===== config.mk =====
export PLATFORM = sky130hd
export DESIGN_NAME = election_controller
export DESIGN_NICKNAME = d
export VERILOG_FILES = /design/src/rtl/election_controller.sv
export SDC_FILE = /design/constraint.sdc
export NUM_CORES = 1
export LEC_CHECK = 0
export ABC_AREA = 1
export CAP_MARGIN = 20
export CORE_ASPECT_RATIO = 1.1
export CORE_MARGIN = 2
export CORE_UTILIZATION = 30
export CTS_CLUSTER_DIAMETER = 200
export DETAILED_ROUTE_END_ITERATION = 10
export PLACE_DENSITY = 0.54
export SYNTH_ARGS = -nofsm -noshare
export SYNTH_HDL_FRONTEND = slang
export SYNTH_SLANG_ARGS = --single-unit

===== constraint.sdc =====
create_clock -name clk -period 3.75 [get_ports clk]
set_input_delay 0.375 -clock clk [delete_from_list [all_inputs] [get_ports clk]]
set_output_delay 0.375 -clock clk [all_outputs]
set_load 0.005 [all_outputs]

===== src/rtl/election_controller.sv =====
// EVM tally sequencer: opens/closes the poll, counts one vote per handshake,
// then scans the counters one candidate per cycle to find the winner.
module election_controller #(
    parameter int NUM_CAND    = 3,
    parameter int CNT_W       = 4,
    parameter int LOCK_CYCLES = 4
) (
    input  logic             clk,
    input  logic             rst_n,
    input  logic             start_i,
    input  logic             close_i,
    input  logic             vote_valid_i,
    input  logic [3:0]       vote_sel_i,
    output logic             vote_ready_o,
    output logic             vote_ack_o,
    output logic             vote_rej_o,
    output logic [1:0]       state_o,
    output logic             result_valid_o,
    output logic [3:0]       winner_cand_o,
    output logic [CNT_W-1:0] winner_votes_o,
    output logic             tie_o,
    output logic             overflow_o
);
    localparam int LW = $clog2(LOCK_CYCLES + 1);
    localparam logic [CNT_W-1:0] CNT_MAX = {CNT_W{1'b1}};

    // state  | meaning
    // IDLE   | after reset, waiting for start_i
    // VOTING | poll open, one vote per handshake, lockout between votes
    // TALLY  | sequential max-search, one candidate per cycle
    // RESULT | winner outputs valid and held until next start_i
    typedef enum logic [1:0] {
        IDLE   = 2'd0,
        VOTING = 2'd1,
        TALLY  = 2'd2,
        RESULT = 2'd3
    } state_t;

    state_t           state;
    logic [CNT_W-1:0] cnt [NUM_CAND];
    logic [LW-1:0]    lockout;
    logic [3:0]       idx;
    logic [3:0]       max_idx;
    logic [CNT_W-1:0] max_cnt;
    logic             tie;

    logic [CNT_W-1:0] scan_val;
    logic [CNT_W-1:0] nxt_cnt;
    logic [3:0]       nxt_idx;
    logic             nxt_tie;
    logic             accept;
    logic             sel_ok;
    logic             last;

    assign state_o      = state;
    assign vote_ready_o = (state == VOTING) && (lockout == '0);
    assign accept       = vote_valid_i && vote_ready_o;
    assign sel_ok       = vote_sel_i < 4'(NUM_CAND);
    assign last         = idx == 4'(NUM_CAND - 1);

    // One step of the max-search; equal counts move the winner to the later index.
    always_comb begin
        scan_val = '0;
        for (int i = 0; i < NUM_CAND; i++)
            if (idx == 4'(i)) scan_val = cnt[i];
        nxt_cnt = max_cnt;
        nxt_idx = max_idx;
        nxt_tie = tie;
        if (idx == 4'd0) begin
            nxt_cnt = scan_val;
            nxt_idx = 4'd0;
            nxt_tie = 1'b0;
        end else if (scan_val > max_cnt) begin
            nxt_cnt = scan_val;
            nxt_idx = idx;
            nxt_tie = 1'b0;
        end else if (scan_val == max_cnt) begin
            nxt_idx = idx;
            nxt_tie = 1'b1;
        end
    end

    always_ff @(posedge clk or negedge rst_n) begin
        if (!rst_n) begin
            state          <= IDLE;
            for (int i = 0; i < NUM_CAND; i++) cnt[i] <= '0;
            lockout        <= '0;
            idx            <= '0;
            max_idx        <= '0;
            max_cnt        <= '0;
            tie            <= 1'b0;
            vote_ack_o     <= 1'b0;
            vote_rej_o     <= 1'b0;
            result_valid_o <= 1'b0;
            winner_cand_o  <= '0;
            winner_votes_o <= '0;
            tie_o          <= 1'b0;
            overflow_o     <= 1'b0;
        end else begin
            vote_ack_o <= 1'b0;
            vote_rej_o <= 1'b0;
            case (state)
                IDLE, RESULT: begin
                    if (start_i) begin
                        state          <= VOTING;
                        for (int i = 0; i < NUM_CAND; i++) cnt[i] <= '0;
                        lockout        <= '0;
                        overflow_o     <= 1'b0;
                        tie_o          <= 1'b0;
                        winner_cand_o  <= '0;
                        winner_votes_o <= '0;
                        result_valid_o <= 1'b0;
                    end
                end
                VOTING: begin
                    if (lockout != '0) lockout <= lockout - 1'b1;
                    if (accept) begin
                        lockout <= LW'(LOCK_CYCLES);
                        if (sel_ok) begin
                            vote_ack_o <= 1'b1;
                            for (int i = 0; i < NUM_CAND; i++) begin
                                if (vote_sel_i == 4'(i)) begin
                                    if (cnt[i] == CNT_MAX) overflow_o <= 1'b1;
                                    else cnt[i] <= cnt[i] + 1'b1;
                                end
                            end
                        end else begin
                            vote_rej_o <= 1'b1;
                        end
                    end
                    if (close_i) begin
                        state   <= TALLY;
                        lockout <= '0;
                        idx     <= '0;
                    end
                end
                TALLY: begin
                    max_cnt <= nxt_cnt;
                    max_idx <= nxt_idx;
                    tie     <= nxt_tie;
                    idx     <= idx + 4'd1;
                    if (last) begin
                        state          <= RESULT;
                        result_valid_o <= 1'b1;
                        winner_cand_o  <= nxt_idx + 4'd1;
                        winner_votes_o <= nxt_cnt;
                        tie_o          <= nxt_tie;
                    end
                end
                default: state <= IDLE;
            endcase
        end
    end
endmodule


==> summary.md <==
| Metric | Value |
|---|---|
| Fin util | `0.3670` |
| # diodes | `0` |
| Worst Setup Start Kind | `flip-flop` |
| Pin count of the biggest net entering global routing | `44` |
| Via count | `2082` |
| Pwr Density | `822.6 nW/um^2` |
| Final net count | `370` |
| Placed Cells | `between 400 and 500` |
| Row cnt | `35` |
| R2R cell count | `16` |
| Tot Pwr | `2.538 mW` |
| Final hold slack | `37.20 ps` |
| Cell variety after synth | `38` |
| R2R Setup Slk | `760 ps` |
| CTS sink count | `43` |
| Routed wire per std cell | `between 10 and 15 um` |
| Leak | `roughly 1.5 nW` |
| Crit end category | `flip-flop` |
| Drt via density | `approximately 4.6` |
| Total die area | `roughly 9500 um^2` |
| H-tree Lvls | `2` |
| Die height | `a little over 100 um` |
| Synthesized area per cell | `8.298 um^2` |
| Worst path max stage delay | `420 ps` |
| Crit-path max FO | `5` |
| Routed Wire Length | `5089 um` |
| First-pass GRT wire length | `9308 um` |
| Layout Cells excl Fill | `between 400 and 500` |
| Area delta synth->final | `18.05%` |
| PostCTS Resize Cnt | `0` |
| Dpl hpwl | `3872 um` |
| CP dominant cell by count | `inv_1` |
| Commonest cells after routing, fill and taps aside | `nand2_1, inv_1, dfrtp_1` |
| Root Buffer | `clkbuf_8` |
| Gr usage total | `0.1210` |
| EDFF count, synth | `0` |
| Fmax | `0.3345 GHz` |
| Worst hold-check path type | `in -> async` |
| Ys async rst share | `1.000` |
| DP Area | `2970 um^2` |
| Die Wd | `93.00 um` |
| Initial Util | `0.3109` |
| Netlist area before placement | `about 2600 um^2` |
| Slowest cell on crit path | `dfrtp_1` |
| DRT iter0 DRCs | `between 70 and 80` |
| Post-route ant nets | `0` |
| Post-route setup slack | `between 700 and 800 ps` |
| Synthesis-stage register bit count | `43` |
| DRC Markers | `0` |
| Pre-CTS WS | `745.0 ps` |
| Final Setup Violations | `0` |
| Share of layout cells above drive strength 1 | `0.1395` |
| Initial antenna violation count | `0` |
| Max_cap viols | `0` |
| Final Hold Viols | `0` |
| Critical path data required time | `3940 ps` |
| Critical Path, Cell by Cell | `inv_1 -> ha_1 -> inv_1 -> nor3_1 -> nand2_1 -> o211ai_1 -> o21ai_0 -> inv_1 -> ha_1 -> a21oi_2 -> nand3_1 -> nand2_1 -> nand3_1 -> inv_1 -> ha_1 -> a22o_1` |
| Slew Viols, Final | `0` |
| Detailed Routing Iterations Pass 1 | `5` |
| Post-CTS setup buffers | `0` |
| Synth Net Count | `341` |
| Clock transition at the registers of the reported paths | `80 ps` |
| Clock skew | `8.805 ps` |
| Commonest non-fill, non-tap cell in the layout | `nand2_1` |
| Core ar. | `8408 um^2` |
| Post-layout minimum cycle time | `about 3000 ps` |
| Synth Flop Type | `dfrtp_1` |
| Clk buf depth | `2` |
| Skew-Pair Late Insertion Delay | `300 ps` |
| Crit Reg-Reg Endpoint | `winner_cand_o[1]$_DFFE_PN0P_` |
| Worst setup path class | `reg -> reg` |
| RSZ-0062 raised after global routing | `false` |
| Mapped Cells | `315` |
| Share of the yosys chip area belonging to registers | `0.4117` |
| Slew of the pin with the lowest slew margin | `626.1 ps` |
| Tcrit/Tclk final | `0.7971` |
| CTS tree | `built` |
| GP Congestion | `0.8086` |
| CTS buffer count | `5` |
| Relative max-transition margin | `0.5787` |
| Cts-stage hold buffer count | `0` |
| Yosys Warn Count | `0` |
| IO buf count | `24` |
| Top Ports | `25` |
| Vias in the first global route | `2055` |
| Total grt overflow | `0` |
| Setup_tns | `0 ps` |
| Outcome | `complete, no violations` |
| Worst EP arrival | `3180 ps` |
| Reg-to-Reg Start | `idx[1]$_DFFE_PN0P_` |
| Final Cell Area | `3085 um^2` |
| Peak VDD IR | `392.1 uV` |
==> worst max path at each step <==
stage                                        end               start  cells past startpoint
finish              winner_cand_o[1]$_DFFE_PN0P_  idx[1]$_DFFE_PN0P_                     16
global route        winner_cand_o[2]$_DFFE_PN0P_  idx[1]$_DFFE_PN0P_                     20
CTS                 winner_cand_o[1]$_DFFE_PN0P_  idx[1]$_DFFE_PN0P_                     18
detailed placement  winner_cand_o[1]$_DFFE_PN0P_  idx[1]$_DFFE_PN0P_                     18
global placement    winner_cand_o[1]$_DFFE_PN0P_  idx[1]$_DFFE_PN0P_                     17
floorplan           winner_cand_o[1]$_DFFE_PN0P_  idx[1]$_DFFE_PN0P_                     18
==> logic make-up (layout without fill, tap and decap cells) <==
group           Yosys count  after routing  share of synthesized area
flops                    43             43                     0.4117
compound gates           57             57                     0.1412
xor+xnor                  5              5                    0.01675
simple gates            138            138                     0.2609
mux                       1              1                   0.003830
fa+ha+maj                17             17                    0.08138
buf+inv                  54             83                    0.08425
==> Yosys cell counts, types with 2 or more instances <==
cell / n / area (um^2)
dfrtp_1: 43 / 1076
nand3_1: 23 / 115.1
o21ai_1: 6 / 30.03
nor2_4: 2 / 22.52
nand4_1: 5 / 31.28
nor2_2: 6 / 37.54
inv_1: 43 / 161.4
o21ai_2: 3 / 26.28
a21oi_2: 3 / 26.28
ha_1: 17 / 212.7
a31oi_1: 2 / 12.51
o22ai_1: 3 / 18.77
buf_2: 2 / 10.01
nor3_1: 4 / 20.02
nor2_1: 19 / 71.32
nand2_4: 5 / 56.30
o21ai_0: 22 / 110.1
nand2_2: 5 / 31.28
inv_2: 5 / 18.77
xnor2_1: 4 / 35.03
nand2_1: 64 / 240.2
nor3_2: 3 / 30.03
o211ai_1: 3 / 22.52
a21oi_1: 9 / 45.04
==> power breakdown <==
| group | internal, mW | total (mW) | leakage, nW | switching (mW) |
|---|---|---|---|---|
| Combinational | 0.559 | 1.55 | 0.856 | 0.993 |
| Sequential | 0.592 | 0.685 | 0.580 | 0.0924 |
| Clock | 0.145 | 0.302 | 0.0470 | 0.157 |
==> area by class of cell <==
cell class	count	area [um^2]
Fill cell	882	5323
Timing Repair Buffer	26	270.3
Clock inverter	1	5.005
Multi-Input combinational cell	218	1318
Inverter	50	195.2
Clock buffer	6	82.58
Tap cell	111	138.9
Sequential cell	43	1076
==> flip-flops by register name, summed over array words and instances (netlist names), 2 cells and up <==
signal and flops:
max_idx 4, idx 4, winner_cand_o 4, winner_votes_o 4
state_o 2, max_cnt 4, cnt 12, lockout 3
==> per-layer routing <==
layer | vias to the layer above | share of wire | GRT usage
li1 | 1087 | - | -
met1 | 951 | 0.51 | 0.1652
met2 | 38 | 0.44 | 0.1957
met3 | 6 | 0.041 | 0.02581
met4 | 0 | 0.013 | 0.03394
met5 | - | 0 | 0
==> critical path, delay by kind of cell (launching register included) <==
family / cells / cell delay, ps
and+or+nand+nor: 5 / 790
DFF: 1 / 420
buffers and inverters: 4 / 400
AOI/OAI and AO/OA: 4 / 650
adders and majority gates: 3 / 630
No activity file was read; power rests on OpenSTA's default activity.
